[src/rtl/prefix_scheduler.sv]
// Dispatches ruler-prefix jobs to a pool of assembly engines and collects their results.
// Optional RESULT_FILTER_EN: drop results longer than the best accepted ruler length.
module prefix_scheduler #(
  parameter int NUM_ENGINES  = 2,
  parameter int NUMPOSITIONS = 5,
  parameter int VALW         = 9,
  parameter int RST_CYCLES   = 2,
  localparam int RW = (NUMPOSITIONS + 1) * VALW
) (
  input  logic                      FXCLK,
  input  logic                      RESET_IN,
  input  logic                      job_valid,
  output logic                      job_ready,
  input  logic [RW-1:0]             job_prefix,
  input  logic                      abort,
  output logic [NUM_ENGINES-1:0]    eng_reset,
  output logic [NUM_ENGINES*RW-1:0] eng_firstvalues,
  input  logic [NUM_ENGINES-1:0]    eng_done,
  input  logic [NUM_ENGINES*RW-1:0] eng_marks,
  input  logic [NUM_ENGINES*6-1:0]  eng_numresults,
  output logic                      res_valid,
  input  logic                      res_ready,
  output logic [RW-1:0]             res_marks,
  output logic [2:0]                res_engine,
  output logic [5:0]                res_count,
  output logic [VALW-1:0]           best_len,
  output logic [3:0]                busy_cnt,
  output logic                      all_idle,
  output logic [2*NUM_ENGINES-1:0]  o_dbg_state
);
  // Handshakes: a job or a result moves on a rising edge where valid and ready are both
  // high; once res_valid is raised its payload holds until res_ready (or abort/reset).
  typedef enum logic [1:0] {S_IDLE, S_LOAD, S_RUN, S_REPORT} eng_state_t;

  eng_state_t      r_state [NUM_ENGINES];
  eng_state_t      w_nxt   [NUM_ENGINES];
  logic [7:0]      r_ldcnt [NUM_ENGINES];
  logic [RW-1:0]   r_fv    [NUM_ENGINES];
  logic [RW-1:0]   r_hmarks[NUM_ENGINES];
  logic [5:0]      r_hcnt  [NUM_ENGINES];
  logic [2:0]      r_jp, r_rp, r_lock_eng;
  logic            r_lock;
  logic [VALW-1:0] r_best;

  logic [7:0]      w_idle_v, w_elig_v, w_filt_v;
  logic [2:0]      w_jsel, w_pick, w_gnt;
  logic            w_jfound, w_pick_ok, w_has, w_accept, w_xfer;
  logic [RW-1:0]   w_gnt_marks;
  logic [5:0]      w_gnt_cnt;
  logic [VALW-1:0] w_gnt_len;
  logic [3:0]      w_busy;

  function automatic logic [2:0] rr_idx(input logic [2:0] base, input int k);
    return 3'((int'(base) + k) % NUM_ENGINES);
  endfunction

  always_comb begin
    w_idle_v = '0;
    w_elig_v = '0;
    w_filt_v = '0;
    w_busy   = '0;
    for (int i = 0; i < NUM_ENGINES; i++) begin
      w_idle_v[i] = (r_state[i] == S_IDLE);
`ifdef RESULT_FILTER_EN
      w_filt_v[i] = (r_state[i] == S_REPORT) && (r_hmarks[i][RW-1 -: VALW] > r_best);
`endif
      w_elig_v[i] = (r_state[i] == S_REPORT) && !w_filt_v[i];
      w_busy      = w_busy + {3'b000, !w_idle_v[i]};
    end
  end

  // Round-robin searches for the job target and the next result to present.
  always_comb begin
    w_jsel    = '0;
    w_jfound  = 1'b0;
    w_pick    = '0;
    w_pick_ok = 1'b0;
    for (int k = 0; k < NUM_ENGINES; k++) begin
      if (!w_jfound && w_idle_v[rr_idx(r_jp, k)]) begin
        w_jsel   = rr_idx(r_jp, k);
        w_jfound = 1'b1;
      end
      if (!w_pick_ok && w_elig_v[rr_idx(r_rp, k)]) begin
        w_pick    = rr_idx(r_rp, k);
        w_pick_ok = 1'b1;
      end
    end
  end

  assign w_gnt = r_lock ? r_lock_eng : w_pick;
  assign w_has = r_lock || w_pick_ok;

  always_comb begin
    w_gnt_marks = '0;
    w_gnt_cnt   = '0;
    for (int i = 0; i < NUM_ENGINES; i++) begin
      if (w_gnt == 3'(i)) begin
        w_gnt_marks = r_hmarks[i];
        w_gnt_cnt   = r_hcnt[i];
      end
    end
  end
  assign w_gnt_len = w_gnt_marks[RW-1 -: VALW];

  assign res_valid  = !RESET_IN && !abort && w_has;
  assign job_ready  = !RESET_IN && !abort && w_jfound;
  assign w_accept   = job_valid && job_ready;
  assign w_xfer     = res_valid && res_ready;
  assign res_marks  = res_valid ? w_gnt_marks : '0;
  assign res_engine = res_valid ? w_gnt : 3'd0;
  assign res_count  = res_valid ? w_gnt_cnt : 6'd0;
  assign best_len   = r_best;
  assign busy_cnt   = w_busy;
  assign all_idle   = (w_busy == 4'd0);

  always_comb begin
    eng_reset       = '0;
    eng_firstvalues = '0;
    o_dbg_state     = '0;
    for (int i = 0; i < NUM_ENGINES; i++) begin
      eng_reset[i]                = (r_state[i] != S_RUN);
      eng_firstvalues[i*RW +: RW] = r_fv[i];
      o_dbg_state[2*i +: 2]       = r_state[i];
    end
  end

  always_comb begin
    for (int i = 0; i < NUM_ENGINES; i++) begin
      w_nxt[i] = r_state[i];
      case (r_state[i])
        S_IDLE:   if (w_accept && w_jsel == 3'(i)) w_nxt[i] = S_LOAD;
        S_LOAD:   if (r_ldcnt[i] == 8'd0) w_nxt[i] = S_RUN;
        S_RUN:    if (eng_done[i])
                    w_nxt[i] = (eng_numresults[i*6 +: 6] == 6'd0) ? S_IDLE : S_REPORT;
        S_REPORT: if ((w_xfer && w_gnt == 3'(i)) || w_filt_v[i]) w_nxt[i] = S_IDLE;
        default:  w_nxt[i] = S_IDLE;
      endcase
      if (abort) w_nxt[i] = S_IDLE;
    end
  end

  always_ff @(posedge FXCLK) begin
    if (RESET_IN) begin
      r_jp       <= '0;
      r_rp       <= '0;
      r_lock     <= 1'b0;
      r_lock_eng <= '0;
      r_best     <= '1;
      for (int i = 0; i < NUM_ENGINES; i++) begin
        r_state[i]  <= S_IDLE;
        r_ldcnt[i]  <= '0;
        r_fv[i]     <= '0;
        r_hmarks[i] <= '0;
        r_hcnt[i]   <= '0;
      end
    end else begin
      for (int i = 0; i < NUM_ENGINES; i++) begin
        r_state[i] <= w_nxt[i];
        if (abort) begin
          r_hmarks[i] <= '0;
          r_hcnt[i]   <= '0;
        end else begin
          if (w_accept && w_jsel == 3'(i)) begin
            r_fv[i]    <= job_prefix;
            r_ldcnt[i] <= 8'(RST_CYCLES - 1);
          end else if (r_state[i] == S_LOAD && r_ldcnt[i] != 8'd0) begin
            r_ldcnt[i] <= r_ldcnt[i] - 8'd1;
          end
          if (r_state[i] == S_RUN && eng_done[i] && eng_numresults[i*6 +: 6] != 6'd0) begin
            r_hmarks[i] <= eng_marks[i*RW +: RW];
            r_hcnt[i]   <= eng_numresults[i*6 +: 6];
          end
        end
      end
      // A stalled offer is pinned so a newly reporting engine cannot displace it.
      if (abort) begin
        r_lock <= 1'b0;
      end else begin
        r_lock     <= res_valid && !res_ready;
        r_lock_eng <= w_gnt;
      end
      if (w_xfer) begin
        r_rp <= rr_idx(w_gnt, 1);
        if (w_gnt_len < r_best) r_best <= w_gnt_len;
      end
      if (w_accept) r_jp <= rr_idx(w_jsel, 1);
    end
  end
endmodule

[config.mk]
export PLATFORM = sky130hd
export DESIGN_NAME = prefix_scheduler
export DESIGN_NICKNAME = d
export VERILOG_FILES = /design/src/rtl/prefix_scheduler.sv
export SDC_FILE = /design/constraint.sdc
export NUM_CORES = 1
export LEC_CHECK = 0
export ABC_AREA = 1
export ABC_CLOCK_PERIOD_IN_PS = 14200
export CORE_MARGIN = 2
export CORE_UTILIZATION = 50
export DETAILED_ROUTE_END_ITERATION = 8
export GPL_TIMING_DRIVEN = 0
export PLACE_DENSITY_LB_ADDON = 0.25
export SLEW_MARGIN = 20
export SYNTH_ARGS = -nofsm -noshare
export SYNTH_HDL_FRONTEND = slang
export SYNTH_SLANG_ARGS = --single-unit
[constraint.sdc]
create_clock -name FXCLK -period 14.2 [get_ports FXCLK]
set_input_delay 2.84 -clock FXCLK [delete_from_list [all_inputs] [get_ports FXCLK]]
set_output_delay 2.84 -clock FXCLK [all_outputs]
set_load 0.02 [all_outputs]
Word-level counts from Yosys, hierarchy flattened --
Memory sizes are Yosys's and may differ from the RTL's. Index checks and enable logic that the tools add are counted.
Storage, ports and cells: register bits after elaboration 15, latch bits 0, memory bits (writable) 248, bits in read-only memories 0, input port bits 181, word-level logic and storage cells 177, memories kept 5
Memory list:
- r_fv | words 2, bits a word 54, read ports 2, clocked after memory_dff 0, wr ports 2, line 38 | logic [RW-1:0] r_fv [NUM_ENGINES];
- r_hmarks | words 2, bits a word 54, read ports 2, clocked after memory_dff 0, wr ports 2, line 39 | logic [RW-1:0] r_hmarks[NUM_ENGINES];
- r_ldcnt | words 2, bits a word 8, read ports 2, clocked after memory_dff 0, wr ports 2, line 37 | logic [7:0] r_ldcnt [NUM_ENGINES];
- r_hcnt | words 2, bits a word 6, read ports 2, clocked after memory_dff 0, wr ports 2, line 40 | logic [5:0] r_hcnt [NUM_ENGINES];
- r_state | words 2, bits a word 2, read ports 2, clocked after memory_dff 0, wr ports 2, line 35 | eng_state_t r_state [NUM_ENGINES];
Cells by class: $add $sub $neg 7, multiply operators 0, divide/modulo/power cells 0, $lt $le $gt $ge 5, equal/unequal tests 10, shift operators 0, mux-type cells 86, bitwise operators 18, reductions and logical operators 41
Operators by type and width (number):
- 2-to-1 mux 54 bit | 9
- 2-to-1 mux 1 bit | 44
- 2-to-1 mux 6 bit | 7
- 2-to-1 mux 8 bit | 4
- 2-to-1 mux 2 bit | 14
- logical AND 1 bit | 18
- zero test 8 bit | 2
- OR 1 bit | 16
- case mux 2 bit (4 select lines) | 2
- nonzero test 8 bit | 2
- subtractor 8 x 1 -> 8 bit (second input constant) | 2
- zero test 6 bit | 2
- 2-to-1 mux 3 bit | 4
- nonzero test 6 bit | 2
- < comparator 9 bit | 1
- == test 2 bit (second input constant) | 4
- < comparator 1 x 4 -> 1 bit (second input constant) | 2
- < comparator 3 x 4 -> 1 bit (second input constant) | 2
- zero test 1 bit | 7
- == test 3 x 1 -> 1 bit (second input constant) | 2
- zero test 3 bit | 2
- adder 1 bit (second input constant) | 4
- binary-select mux 1 bit (select 2 bit) | 2
- == test 2 x 1 -> 1 bit (second input constant) | 2
- 8 further kinds | 11

Depth between registers and ports, before layout --
An unclocked memory read counts as a cell.
depth in word-level cells 17, mapped depth 18, mapped depth without buffers 17

Worst setup path before layout --
OpenSTA, ideal clock, no wires.
kind in2reg, start point in eng_numresults[5], end point mem r_hcnt[0][0], enable pin, setup time 0.561 ns, data arrival time 7.294 ns, path slack 6.345 ns, cell stages on the path 4, path buffers 0, cells stage by stage inv_1 -> nand4_1 -> nand2_1 -> o21ai_0
RTL lines:
- start, declared | line 20 | input logic [NUM_ENGINES*6-1:0] eng_numresults,
- end, declared | line 40

Worst setup path in the final report --
start point in abort, end point out res_marks[15]
On the way: longest elaborated chain between the ends 4
RTL lines:
- start, declared | line 15 | input logic abort,
- zero test 1 bit | line 105 | assign res_valid = !RESET_IN && !abort && w_has;
- logical AND 1 bit (2 in a row) | line 105
- 2-to-1 mux 54 bit | line 109 | assign res_marks = res_valid ? w_gnt_marks : '0;
- end, declared | line 23 | output logic [RW-1:0] res_marks,
No other way between the ends.

==> summary.txt <==
Timing
  • Min cycle time layout: 8.23 ns
  • Setup tns final: 0 ns
  • Worst Tran Pin Value: roughly 0.74 ns
  • Final hold vios: 0
  • Fmax achieved: roughly 120 MHz
  • Setup violators final: 0
  • Slew Viols, Final: 0
  • Slew margin rel.: between 50% and 60%
  • Fin Hold WS: 0.451 ns
  • Fin crit share: approximately 58%
  • RSZ-0062 raised after global routing: no
  • Worst clock skew: approximately 0.022 ns

CTS
  • Max clock buf depth: 3
  • Setup Fix Bufs, Post-CTS: 0
  • Post-cts hold buffer count: 0
  • Clk Latency, worst-skew pair: 0.54 ns
  • Resized cells post-CTS: 0
  • Reg clk slew, reported paths: 0.06 ns
  • H-tree levels: 1
  • Clock sink count: roughly 260
  • Root buffer cell: clkbuf_16
  • CTS tree: done
  • TritonCTS Buffers: 26

Global route
  • Grt total ovfl: 0
  • Initial antenna violation count: 0
  • First-pass GRT wire length: between 40,000 and 50,000 um
  • GR Util All Layers: between 20% and 30%
  • Largest net degree at the start of global routing: 55
  • Vias in the first global route: 9,022

Detailed routing
  • Highest metal used: met4
  • Vias per inst: about 4.9
  • DR pass1 iterations: 5
  • M1 WL: around 11,000 um
  • WL final: roughly 31,000 um
  • DR WL met3: around 3000 um
  • Post-route DRC: 0
  • WL per Instance: roughly 17 um
  • WL met2: approximately 16,000 um
  • Post-DRT Antenna Nets: 0
  • First DRT Iteration DRCs: 650
  • Total number of vias: ~9,000

Critical path
  • CP Class: input port to output pin
  • Worst Path Arrival: about 5.4 ns
  • Reg2reg start: r_state[0][3]$_SDFFE_PP0P_
  • R2R depth: 15
  • Crit end category: output pin
  • Crit. Startpoint: abort
  • CP Launch Type: input port
  • Worst-path fanout max: 10
  • Worst path required time: 11.36 ns

Floorplan
  • Row cnt: 55
  • Initial Util: between 50% and 60%
  • Core area: 0.0226 mm^2
  • Die area: approximately 0.024 mm^2
  • Die W: ~160 um
  • Num ports: roughly 370
  • Die Y-Extent: 156 um

Finish
  • Layout area overhead: 43.5%
  • Final nets: between 1,500 and 2,000
  • Fill cell count: between 1,500 and 2,000
  • Ratio of cells with drive above 1 in the final layout: under 10%

Synthesis
  • Post-Syn Area per Cell: 10.3 um^2
  • Post-synthesis sequential area ratio: 67.0%
  • Syn. warnings: 0
  • Seq cells post-synth: 263
  • Gate Count Post-Synth: roughly 1,100
  • Synth cell types: 29
  • Mapped Area: around 0.011 mm^2

Worst hold path
  • Hold path start: r_lock_eng[2]$_SDFFE_PP0N_
  • Hold crit path type: flop to flop
  • Hold path depth: 2

Job
  • Max-cap viol count: 0

Placed design
  • GPL Wtd Cong: about 0.86
  • Port Buffer Count: 371
  • Detailed Place HPWL: 23,300 um

Pwr
  • Power density over cell area: about 100 mW/mm^2
  • Worst IR Drop VDD: a little under 0.08 mV
  • Leakage dissipation: 0.00705 uW

Outcome
  • Outcome: finished, final reports clean
## Yosys cell counts
cell | n | area, um^2
a21o_1 | 1 | 7.51
a21oi_1 | 69 | 345
a31o_2 | 1 | 8.76
buf_1 | 4 | 15.0
buf_2 | 1 | 5.00
buf_4 | 7 | 52.6
buf_6 | 1 | 11.3
clkbuf_1 | 30 | 113
clkinv_1 | 1 | 3.75
conb_1 | 1 | 3.75
dfxtp_1 | 19 | 380
edfxtp_1 | 244 | 7330
ha_1 | 24 | 300
inv_1 | 228 | 856
inv_2 | 3 | 11.3
nand2_1 | 117 | 439
nand2_2 | 4 | 25.0
nand2_4 | 1 | 11.3
nand3_1 | 87 | 435
nand4_1 | 8 | 50.1
nor2_1 | 225 | 845
nor2_2 | 1 | 6.26
nor2_4 | 2 | 22.5
o21a_1 | 1 | 7.51
o21ai_0 | 8 | 40.0
o21ai_1 | 6 | 30.0
o21ai_2 | 4 | 35.0
or2_2 | 9 | 56.3
xor2_1 | 6 | 52.6
## final timing paths
path,to,slack [ns]
setup reg to reg,best_len[5]$_SDFFE_PP1P_,11.16
hold reg to reg,r_lock_eng[2]$_SDFFE_PP0N_,0.45
setup / recovery,res_marks[15],5.97
hold / removal,r_lock_eng[2]$_SDFFE_PP0N_,0.45
## worst max-delay path, cell delays in order
cell and delay (ns):
clkdlybuf4s50_1 0.51, nor2_4 0.34, nand2_1 0.34, clkbuf_1 0.32, a21oi_1 0.35, clkdlybuf4s50_1 0.68
## flip-flops by register name, summed over array words and instances (netlist names)
register	cells
r_ldcnt	16
r_jp	1
r_hcnt	12
r_lock_eng	3
best_len	9
r_fv	108
r_rp	1
r_state	4
r_hmarks	108
r_lock	1
## layout make-up
class                      count  area, um^2  share of cell area, %
sequential                   263        7710                   46.7
timing repair buffer         376        3840                   23.3
multi-input combinational    576        2760                   16.7
inverter                     232         871                   5.28
clock buffer                  34         691                   4.19
tap                          285         357                   2.16
buffer                        43         196                   1.19
clock inverter                13        68.8                  0.417
antenna                        1        2.50                 0.0152
## report_power, final
| part | internal, uW | switching [uW] | leakage (uW) |
|---|---|---|---|
| clock network | 342 | 285 | 0.000376 |
| registers | 881 | 11.4 | 0.00278 |
| logic | 89.5 | 84.0 | 0.00389 |
## logic make-up after synthesis
group / Yosys count / synth area share (%)
buffers and inverters: 275 / 9.28
other: 1 / 0.0326
XOR/XNOR: 6 / 0.457
adder cells (fa/ha/maj): 24 / 2.61
AND/OR/NAND/NOR: 454 / 16.4
flip-flops: 263 / 67.0
AO/OA/AOI/OAI: 90 / 4.12
## layout by cell type, fill, tap and decap left out, types with 6 or more instances in the layout
master and n:
clkdlybuf4s50_1 371, edfxtp_1 244, inv_1 228, nor2_1 225, nand2_1 114, nand3_1 87, a21oi_1 69, clkbuf_1 37
clkbuf_16 26, ha_1 24, dfxtp_1 19, or2_2 9, nand4_1 8, o21ai_0 7, buf_4 7, clkinv_1 7
o21ai_1 6, xor2_1 6, clkinv_2 6
## metrics by stage
stage	util [%]	setup slack [ns]	total power (uW)	cells	area [um^2]
floorplan	-	6.34	975	1114	11500
global placement	69.0	3.45	1080	1770	15600
detailed placement	69.7	5.93	1080	1775	15700
CTS	73.1	5.92	1710	1822	16500
global route	73.1	5.77	1750	1822	16500
finish	73.1	5.97	1690	1823	16500
## metal layers
layer	track usage, %	up-vias
met5	0	-
met4	9.79	0
met2	45.2	413
met3	6.75	67
met1	28.8	4119
li1	-	4369
Note: power is estimated with default switching activity, not from simulation.
